<file path="src/rtl/lsu_mem_ctrl_if.sv">
// Core request/response handshake and 64-bit data-memory port of the load/store unit.
// slave = the LSU itself; master = the core/memory environment that drives it.
interface lsu_mem_ctrl_if;
    logic        req_valid;
    logic        req_ready;
    logic        req_we;
    logic [2:0]  req_funct3;
    logic [63:0] req_addr;
    logic [63:0] req_wdata;
    logic        resp_valid;
    logic        resp_ready;
    logic [63:0] resp_rdata;
    logic        resp_err;
    logic [63:0] mem_addr;
    logic [63:0] mem_wdata;
    logic        mem_we;
    logic        mem_re;
    logic [63:0] mem_rdata;

    modport slave (
        input  req_valid, req_we, req_funct3, req_addr, req_wdata, resp_ready, mem_rdata,
        output req_ready, resp_valid, resp_rdata, resp_err, mem_addr, mem_wdata, mem_we, mem_re
    );

    modport master (
        output req_valid, req_we, req_funct3, req_addr, req_wdata, resp_ready, mem_rdata,
        input  req_ready, resp_valid, resp_rdata, resp_err, mem_addr, mem_wdata, mem_we, mem_re
    );
endinterface

</file>
<file path="src/rtl/lsu_mem_ctrl.sv">
// RV64 load/store unit over a doubleword-only memory; sub-doubleword stores are read-modify-write.
// Optional LSU_STATS_EN adds saturating load/store/error response counters.
module lsu_mem_ctrl #(
    parameter int MEM_BYTES = 1024
) (
    input  logic          clk,
    input  logic          reset,
    lsu_mem_ctrl_if.slave bus
`ifdef LSU_STATS_EN
    ,
    output logic [31:0]   stat_loads,
    output logic [31:0]   stat_stores,
    output logic [31:0]   stat_errs
`endif
);
    typedef enum logic [2:0] {IDLE, LOAD, RMW_RD, WRITE, RESP} state_t;

    state_t      r_state;
    logic [2:0]  r_f3;
    logic [2:0]  r_off;
    logic [63:0] r_wdata;
    logic        r_req_ready, r_resp_valid, r_resp_err, r_mem_we, r_mem_re;
    logic [63:0] r_resp_rdata, r_mem_addr, r_mem_wdata;

    logic [3:0]  w_size;
    logic [64:0] w_end;
    logic        w_mis, w_bad_f3, w_err;

    // Accept-time legality, evaluated on the incoming request
    always_comb begin
        w_size   = 4'd1 << bus.req_funct3[1:0];
        w_end    = {1'b0, bus.req_addr} + {61'd0, w_size};
        w_bad_f3 = (bus.req_funct3 == 3'b111) || (bus.req_we && bus.req_funct3[2]);
        case (bus.req_funct3[1:0])
            2'b01:   w_mis = bus.req_addr[0];
            2'b10:   w_mis = |bus.req_addr[1:0];
            2'b11:   w_mis = |bus.req_addr[2:0];
            default: w_mis = 1'b0;
        endcase
        w_err = w_bad_f3 || w_mis || (w_end > 65'(MEM_BYTES));
    end

    logic [5:0]  w_sh;
    logic [63:0] w_lane, w_ext, w_lmask, w_mask, w_merged;

    always_comb begin
        w_sh   = {r_off, 3'b000};
        w_lane = bus.mem_rdata >> w_sh;
        case (r_f3)
            3'b000:  w_ext = {{56{w_lane[7]}},  w_lane[7:0]};
            3'b001:  w_ext = {{48{w_lane[15]}}, w_lane[15:0]};
            3'b010:  w_ext = {{32{w_lane[31]}}, w_lane[31:0]};
            3'b100:  w_ext = {56'd0, w_lane[7:0]};
            3'b101:  w_ext = {48'd0, w_lane[15:0]};
            3'b110:  w_ext = {32'd0, w_lane[31:0]};
            default: w_ext = w_lane;
        endcase
        case (r_f3[1:0])
            2'b00:   w_lmask = 64'h0000_0000_0000_00FF;
            2'b01:   w_lmask = 64'h0000_0000_0000_FFFF;
            2'b10:   w_lmask = 64'h0000_0000_FFFF_FFFF;
            default: w_lmask = '1;
        endcase
        w_mask   = w_lmask << w_sh;
        w_merged = (bus.mem_rdata & ~w_mask) | ((r_wdata << w_sh) & w_mask);
    end

    always_ff @(posedge clk or posedge reset) begin
        if (reset) begin
            r_state      <= IDLE;
            r_f3         <= '0;
            r_off        <= '0;
            r_wdata      <= '0;
            r_req_ready  <= 1'b1;
            r_resp_valid <= 1'b0;
            r_resp_err   <= 1'b0;
            r_resp_rdata <= '0;
            r_mem_we     <= 1'b0;
            r_mem_re     <= 1'b0;
            r_mem_addr   <= '0;
            r_mem_wdata  <= '0;
        end else begin
            case (r_state)
                IDLE: if (bus.req_valid) begin
                    r_f3        <= bus.req_funct3;
                    r_off       <= bus.req_addr[2:0];
                    r_wdata     <= bus.req_wdata;
                    r_req_ready <= 1'b0;
                    if (w_err) begin
                        r_state      <= RESP;
                        r_resp_valid <= 1'b1;
                        r_resp_err   <= 1'b1;
                        r_resp_rdata <= '0;
                    end else begin
                        r_mem_addr <= {bus.req_addr[63:3], 3'b000};
                        if (!bus.req_we) begin
                            r_state  <= LOAD;
                            r_mem_re <= 1'b1;
                        end else if (bus.req_funct3 == 3'b011) begin
                            // Full doubleword store needs no read of the old contents
                            r_state     <= WRITE;
                            r_mem_we    <= 1'b1;
                            r_mem_wdata <= bus.req_wdata;
                        end else begin
                            r_state  <= RMW_RD;
                            r_mem_re <= 1'b1;
                        end
                    end
                end
                LOAD: begin
                    r_mem_re     <= 1'b0;
                    r_resp_rdata <= w_ext;
                    r_resp_err   <= 1'b0;
                    r_resp_valid <= 1'b1;
                    r_state      <= RESP;
                end
                RMW_RD: begin
                    r_mem_re    <= 1'b0;
                    r_mem_we    <= 1'b1;
                    r_mem_wdata <= w_merged;
                    r_state     <= WRITE;
                end
                WRITE: begin
                    r_mem_we     <= 1'b0;
                    r_resp_rdata <= '0;
                    r_resp_err   <= 1'b0;
                    r_resp_valid <= 1'b1;
                    r_state      <= RESP;
                end
                RESP: if (bus.resp_ready) begin
                    r_resp_valid <= 1'b0;
                    r_resp_err   <= 1'b0;
                    r_resp_rdata <= '0;
                    r_req_ready  <= 1'b1;
                    r_state      <= IDLE;
                end
                default: r_state <= IDLE;
            endcase
        end
    end

    assign bus.req_ready  = r_req_ready;
    assign bus.resp_valid = r_resp_valid;
    assign bus.resp_err   = r_resp_err;
    assign bus.resp_rdata = r_resp_rdata;
    assign bus.mem_we     = r_mem_we;
    assign bus.mem_re     = r_mem_re;
    assign bus.mem_addr   = r_mem_addr;
    assign bus.mem_wdata  = r_mem_wdata;

`ifdef LSU_STATS_EN
    logic        r_st_store;
    logic [31:0] r_st_loads, r_st_stores, r_st_errs;
    logic        w_take;

    assign w_take = (r_state == RESP) && r_resp_valid && bus.resp_ready;

    always_ff @(posedge clk or posedge reset) begin
        if (reset) begin
            r_st_store  <= 1'b0;
            r_st_loads  <= '0;
            r_st_stores <= '0;
            r_st_errs   <= '0;
        end else begin
            if (r_state == IDLE && bus.req_valid) r_st_store <= bus.req_we;
            if (w_take) begin
                if (r_resp_err) begin
                    if (r_st_errs != '1) r_st_errs <= r_st_errs + 32'd1;
                end else if (r_st_store) begin
                    if (r_st_stores != '1) r_st_stores <= r_st_stores + 32'd1;
                end else begin
                    if (r_st_loads != '1) r_st_loads <= r_st_loads + 32'd1;
                end
            end
        end
    end

    assign stat_loads  = r_st_loads;
    assign stat_stores = r_st_stores;
    assign stat_errs   = r_st_errs;
`endif
endmodule

</file>
<file path="src/flat_wrapper.sv">
// flat-port wrapper written by rule: the top's interface ports become plain ports
module lsu_mem_ctrl_flat 
#(
    parameter int MEM_BYTES = 1024
)
  (clk, reset, bus_req_valid, bus_req_we, bus_req_funct3, bus_req_addr, bus_req_wdata, bus_resp_ready, bus_mem_rdata, bus_req_ready, bus_resp_valid, bus_resp_rdata, bus_resp_err, bus_mem_addr, bus_mem_wdata, bus_mem_we, bus_mem_re);
  lsu_mem_ctrl_if bus_i ();
  input  logic clk;
  input  logic reset;
  input wire logic [$bits(bus_i.req_valid)-1:0] bus_req_valid;
  input wire logic [$bits(bus_i.req_we)-1:0] bus_req_we;
  input wire logic [$bits(bus_i.req_funct3)-1:0] bus_req_funct3;
  input wire logic [$bits(bus_i.req_addr)-1:0] bus_req_addr;
  input wire logic [$bits(bus_i.req_wdata)-1:0] bus_req_wdata;
  input wire logic [$bits(bus_i.resp_ready)-1:0] bus_resp_ready;
  input wire logic [$bits(bus_i.mem_rdata)-1:0] bus_mem_rdata;
  output wire logic [$bits(bus_i.req_ready)-1:0] bus_req_ready;
  output wire logic [$bits(bus_i.resp_valid)-1:0] bus_resp_valid;
  output wire logic [$bits(bus_i.resp_rdata)-1:0] bus_resp_rdata;
  output wire logic [$bits(bus_i.resp_err)-1:0] bus_resp_err;
  output wire logic [$bits(bus_i.mem_addr)-1:0] bus_mem_addr;
  output wire logic [$bits(bus_i.mem_wdata)-1:0] bus_mem_wdata;
  output wire logic [$bits(bus_i.mem_we)-1:0] bus_mem_we;
  output wire logic [$bits(bus_i.mem_re)-1:0] bus_mem_re;
  assign bus_i.req_valid = bus_req_valid;
  assign bus_i.req_we = bus_req_we;
  assign bus_i.req_funct3 = bus_req_funct3;
  assign bus_i.req_addr = bus_req_addr;
  assign bus_i.req_wdata = bus_req_wdata;
  assign bus_i.resp_ready = bus_resp_ready;
  assign bus_i.mem_rdata = bus_mem_rdata;
  assign bus_req_ready = bus_i.req_ready;
  assign bus_resp_valid = bus_i.resp_valid;
  assign bus_resp_rdata = bus_i.resp_rdata;
  assign bus_resp_err = bus_i.resp_err;
  assign bus_mem_addr = bus_i.mem_addr;
  assign bus_mem_wdata = bus_i.mem_wdata;
  assign bus_mem_we = bus_i.mem_we;
  assign bus_mem_re = bus_i.mem_re;
  lsu_mem_ctrl #(.MEM_BYTES(MEM_BYTES)) u_core (.clk(clk), .reset(reset), .bus(bus_i));
endmodule
</file>
<file path="config.mk">
export PLATFORM = sky130hd
export DESIGN_NAME = lsu_mem_ctrl_flat
export DESIGN_NICKNAME = d
export VERILOG_FILES = /design/src/rtl/lsu_mem_ctrl_if.sv /design/src/rtl/lsu_mem_ctrl.sv /design/src/flat_wrapper.sv
export SDC_FILE = /design/constraint.sdc
export NUM_CORES = 1
export LEC_CHECK = 0
export ABC_CLOCK_PERIOD_IN_PS = 9300
export BUFFER_PORTS_ARGS = -buffer_cell sky130_fd_sc_hd__buf_2
export CORE_MARGIN = 3
export CORE_UTILIZATION = 30
export DETAILED_ROUTE_END_ITERATION = 7
export GPL_ROUTABILITY_DRIVEN = 1
export PLACE_DENSITY = 0.49
export SKIP_CTS_REPAIR_TIMING = 1
export SYNTH_ARGS = -nofsm -noshare
export SYNTH_HDL_FRONTEND = slang
export SYNTH_SLANG_ARGS = --single-unit
</file>
<file path="constraint.sdc">
create_clock -name clk -period 9.3 [get_ports clk]
set_clock_uncertainty 0.1 [all_clocks]
set_input_delay 1.86 -clock clk [delete_from_list [all_inputs] [get_ports clk]]
set_output_delay 1.86 -clock clk [all_outputs]
set_load 0.005 [all_outputs]
</file>
# After elaboration in Yosys (flattened, before gate mapping)

Cells that the tools add are included.

Register bits after elaboration: 267
Bits in latches: 0
Bits in writable memories: 0
Memory bits (read-only): 0
Memories: 0

Add/subtract/negate cells: 1
Multipliers: 0
Div/mod/pow operators: 0
Magnitude comparators: 1
Equal/unequal tests: 23
Shift operators: 4
Muxes and demuxes: 36
Bitwise gates (word level): 5
Reductions and logical operators: 26

Operator list:

| kind                                                                               | number |
|---|---|
| 64-bit 2-to-1 mux                                                                  | 7 |
| 64-bit case mux with 6 select lines                                                | 1 |
| 64-bit case mux with 4 select lines                                                | 1 |
| 64-bit case mux with 3 select lines                                                | 1 |
| 64-bit AND                                                                         | 2 |
| 64-bit case mux with 2 select lines                                                | 1 |
| 64-bit by 6-bit << shifter with 64-bit output                                      | 2 |
| 64-bit by 4-bit adder with 65-bit output                                           | 1 |
| 65-bit by 11-bit greater-than comparator with 1-bit output (second input constant) | 1 |
| 64-bit NOT                                                                         | 1 |
| 64-bit bitwise OR                                                                  | 1 |
| 64-bit by 6-bit right shift with 64-bit output                                     | 1 |
| 3-bit equality test (second input constant)                                        | 5 |
| 1-bit 2-to-1 mux                                                                   | 14 |
| 3-bit by 2-bit equality test with 1-bit output (second input constant)             | 4 |
| 3-bit 2-to-1 mux                                                                   | 4 |
| 1-bit case mux with 3 select lines                                                 | 4 |
| 3-bit case mux with 4 select lines                                                 | 1 |
| 4-bit AND reduction                                                                | 3 |
| 5-bit AND reduction                                                                | 2 |
| 2-bit inequality test (second input constant)                                      | 4 |
| 2-bit equality test (second input constant)                                        | 3 |
| 3-bit by 1-bit equality test with 1-bit output (second input constant)             | 2 |
| 3-bit zero test                                                                    | 2 |
| other kinds (16)                                                                   | 28 |

# Longest topological paths before layout

Word-level depth: 7
Depth in mapped cells: 17
Mapped depth without buffers: 13

# Worst setup path before layout

OpenSTA, ideal clock, no wires.

Kind: input -> register
From: input bus_req_funct3[0]
To: register u_core.r_mem_wdata[53], in the netlist u_core.bus.mem_wdata[53]
Library setup time: 0.142 ns
Data arrival time: 5.310 ns
Path slack: 3.749 ns
Stages: 15
Cell sequence: nor2_1 ha_1 inv_1 fa_1 nand2b_1 a211oi_2 nand4b_1 a221o_1 nor4b_1 nand4b_1 or4_1 buf_2 clkbuf_1 o311ai_0 o211ai_1

Longest elaborated chain between the ends: 6
Elaborated cells on any way between the ends: 15

Ends and longest elaborated chain:

| element                                                                                               | RTL line            | source |
|---|---|---|
| from (decl)                                                                                           | flat_wrapper.sv:12  | `input wire logic [$bits(bus_i.req_funct3)-1:0] bus_req_funct3;` |
| 1-bit by 2-bit << shifter with 4-bit output, or another cell as far along                             | lsu_mem_ctrl.sv:31  | `w_size = 4'd1 << bus.req_funct3[1:0];` |
| 64-bit by 4-bit adder with 65-bit output, or another cell as far along                                | lsu_mem_ctrl.sv:32  | `w_end = {1'b0, bus.req_addr} + {61'd0, w_size};` |
| 65-bit by 11-bit greater-than comparator with 1-bit output / 1-bit logical OR (equally long branches) | lsu_mem_ctrl.sv:40  | `w_err = w_bad_f3 \|\| w_mis \|\| (w_end > 65'(MEM_BYTES));` |
| 1-bit logical OR                                                                                      | lsu_mem_ctrl.sv:40  |  |
| 2-bit inequality test (no line)                                                                       | -                   |  |
| 5-bit AND reduction (no line) (*)                                                                     | -                   |  |
| to (signal assigned)                                                                                  | lsu_mem_ctrl.sv:103 | `r_mem_wdata <= bus.req_wdata;` |
| to (signal assigned)                                                                                  | lsu_mem_ctrl.sv:120 | `r_mem_wdata <= w_merged;` |
| to (decl)                                                                                             | lsu_mem_ctrl.sv:23  | `logic [63:0] r_resp_rdata, r_mem_addr, r_mem_wdata;` |

Every way passes the cells marked *; elsewhere a longest branch is shown, timed or not.
A chain may end at the register's enable or synchronous reset.

# Final worst setup path

From: input bus_req_funct3[1]
To: register u_core.r_mem_wdata[56], in the netlist u_core.bus.mem_wdata[56]

Same word-level chain as after synthesis.

==> flow_summary.ini <==
[cells_and_area]
synthToLayoutAreaGrowth_pct = 20.43
mostFrequentLayoutCell = nand2_1
drive_gt1_share_pct = 22.31
multi_input_area_sq_mm = 0.009948
ff_latch_area_sq_mm = 0.006691
final_cell_mix = 452 x nand2_1, 393 x buf_2, 263 x dfrtp_1, 126 x o21ai_0, 116 x nor2_1
num-fill-cells = 6118
finish.utilization_pct = 36.63
final_cells = 3249
fin_area_sq_mm = 0.02118
layout.nets = 2660

[synthesis]
synthArstFlopShare_pct = 100.0
synth-xor-area-share_pct = 1.245
ys_ff_latch = 267
synth_top_family_by_area = simple AND/OR/NAND/NOR gates
synth_cells = 2180
synth-compound-area-share_pct = 19.72
synth_warnings = 0
synth_fa_ha_area_share_pct = 0.3985
syn_area_sq_mm = 0.01758
synth-seq-area-share_pct = 38.00
synth-edff-count = 0
synth.area.mux_share_pct = 10.01
yosys_most_used_dff = dfrtp_1
synth-simple-area-share_pct = 24.77
synth.avg_cell_area_sq_um = 8.066
synth_cell_type_count = 76

[clock_network]
clock_sinks = 267
htreeDepth = 1
clockBufferDepth = 3
cts_buffers = 30
cts_tree = built
insertion_delay_ns = 0.59
clockRootBuffer = clkbuf_16
cts.reportedPaths.clkPinSlew_ns = 0.06

[power_and_ir_drop]
switching_share_pct = 37.04
p_comb_share_pct = 29.6
vdd_ir_drop_max_uv = 150.1
p_per_area_mw_per_mm2 = 176.2
p_switching_mw = 1.382
p_int_mw = 2.349
power.leakage_nw = 9.683
finalPower_mw = 3.731
p_seq_share_pct = 36.5
pwr-share-clk_pct = 33.9

[status]
status = finished, final reports clean

[worst_setup_path]
cp_data_required_time_ns = 9.68
path_cells = buf_2 -> nand2_1 -> inv_1 -> ha_1 -> and4_1 -> a32o_1 -> nand4_1 -> o31a_1 -> or2_0 -> nor4_1 -> and4b_2 -> buf_4 -> nand3_1 -> o211ai_1
timing.rr.start = u_core.r_off[1]$_DFFE_PP0P_
start_kind = primary input
crit_fanout = 45
critPathTopFamily = simple AND/OR/NAND/NOR gates
critical_path_class = primary input to flip-flop
crit_path_top_delay_cell = nand3_1
setup.worst_path.start = bus_req_funct3[1]
worst_path_largest_cell_delay_ns = 1.03
arrival_ns = 7.30
critPathBufInv = 3
crit_path_end_kind = flip-flop

[floorplan]
die_w_um = 248.1
row_count = 88
ios = 397
die_height_um = 248.1
core-area_sq_mm = 0.05781
dieArea_sq_mm = 0.06156
start_util_pct = 30.42

[sta]
tns_ns = 0
hold_ws_ns = 0.3769
fin_crit_ns = 6.919
fmax_mhz = 144.5
hold_viol_final = 0
grt_setup_unrepaired = false
slew_headroom_pct = 14.81
min_period_over_period_pct = 74.40
drv_slew = 0
setup_viol = 0
tightestPinTransition_ns = 1.274
setup_ws_ns = 2.381

[route]
drt_iter0_markers = 1731
vias = 18340
drt_first_pass_iters = 5
ant_nets = 0
routed_wl_um = 82840
drc = 0
wl_per_cell_um = 25.50
vias_per_cell = 5.643

[placement]
port-buffer-count = 393
dp_hpwl_um = 62570
post-place-cells = 3188
preCtsSetupSlack_ns = 1.842
place_area_sq_mm = 0.02012
globalplace.congestion = 0.9403

[grt]
grt_pass1_wl_um = 119400
grt_pass1_vias = 17650
antenna_found_initial = 6
grt_max_degree = 150
track_usage_pct = 25.82
grt_overflow = 0

[min_path]
hold_start = u_core.bus.mem_addr[36]$_DFFE_PP0P_
hold_path.class = flip-flop to flip-flop

[flow_run]
drv_cap = 0
==> registers in the layout, summed over array words and instances, names as in the netlist <==
signal                 flops
u_core.bus.resp_rdata     64
u_core.r_off               3
u_core.r_wdata            64
u_core.bus.mem_re          1
u_core.r_f3                3
u_core.bus.mem_addr       61
u_core.bus.mem_we          1
u_core.r_state             3
u_core.bus.resp_err        1
u_core.bus.req_ready       1
u_core.bus.mem_wdata      64
u_core.bus.resp_valid      1
==> synthesized netlist by cell type, drive strengths merged (29+ instances only) <==
cell type    n  area [sq um]
nand4       39         244.0
or3         33         206.5
nor4        61         411.6
o21ai      163         815.8
and2        70         437.9
nand2      452          1697
a31oi       43         269.0
clkbuf     157         589.3
o311ai      31         271.5
nand3       33         165.2
dfrtp      266          6656
mux2i      114          1141
inv         84         315.3
mux2        47         529.3
nor2       116         435.4
a21oi       76         380.4
o211ai      74         555.5
nor3        29         150.1
==> final timing paths <==
kind / endpoint / slack, ns / cells past startpoint
min in group asynchronous: u_core.bus.mem_wdata[44]$_DFFE_PP0P_ / 1.42 / 3
min reg2reg: u_core.bus.mem_addr[36]$_DFFE_PP0P_ / 0.38 / 1
max reg2reg: u_core.bus.resp_rdata[46]$_DFFE_PP0P_ / 5.06 / 11
min: u_core.bus.mem_addr[36]$_DFFE_PP0P_ / 0.38 / 1
max in group asynchronous: u_core.r_off[1]$_DFFE_PP0P_ / 6.18 / 4
max: u_core.bus.mem_wdata[56]$_DFFE_PP0P_ / 2.38 / 14
==> cells by family (layout without fill, tap and decap cells) <==
| group | count (synthesis) | in the layout |
|---|---|---|
| buf+inv | 267 | 564 |
| other cells | 1 | 8 |
| xor+xnor | 25 | 25 |
| fa+ha+maj | 5 | 5 |
| mux | 165 | 165 |
| simple gates | 917 | 917 |
| flops | 267 | 267 |
| compound gates | 533 | 533 |
==> area by class of cell <==
| cell class | instances | share of cell area (%) |
|---|---|---|
| multi-input combinational | 1648 | 46.98 |
| sequential | 267 | 31.60 |
| timing repair buffer | 423 | 10.41 |
| tap | 765 | 4.520 |
| clock buffer | 42 | 4.047 |
| inverter | 85 | 1.524 |
| clock inverter | 14 | 0.8626 |
| antenna | 5 | 0.05908 |
==> layer usage <==
layer / GRT usage [%] / vias up / share of wire, %
met5: 0 / - / 0.030
li1: - / 8363 / -
met4: 8.771 / 4 / 3.6
met3: 5.027 / 131 / 8.2
met2: 40.35 / 838 / 45
met1: 35.76 / 8999 / 43
==> power groups by stage <==
stage / Clock, mW / Sequential (mW) / Combinational (mW)
2_1_floorplan: 0 / 1.29 / 0.724
3_3_place_gp: 0 / 1.38 / 1.08
3_5_place_dp: 0 / 1.38 / 1.08
4_1_cts: 1.29 / 1.36 / 1.08
5_1_grt: 1.34 / 1.37 / 1.19
6_report: 1.26 / 1.36 / 1.10
(Power assumes the default switching activity.)
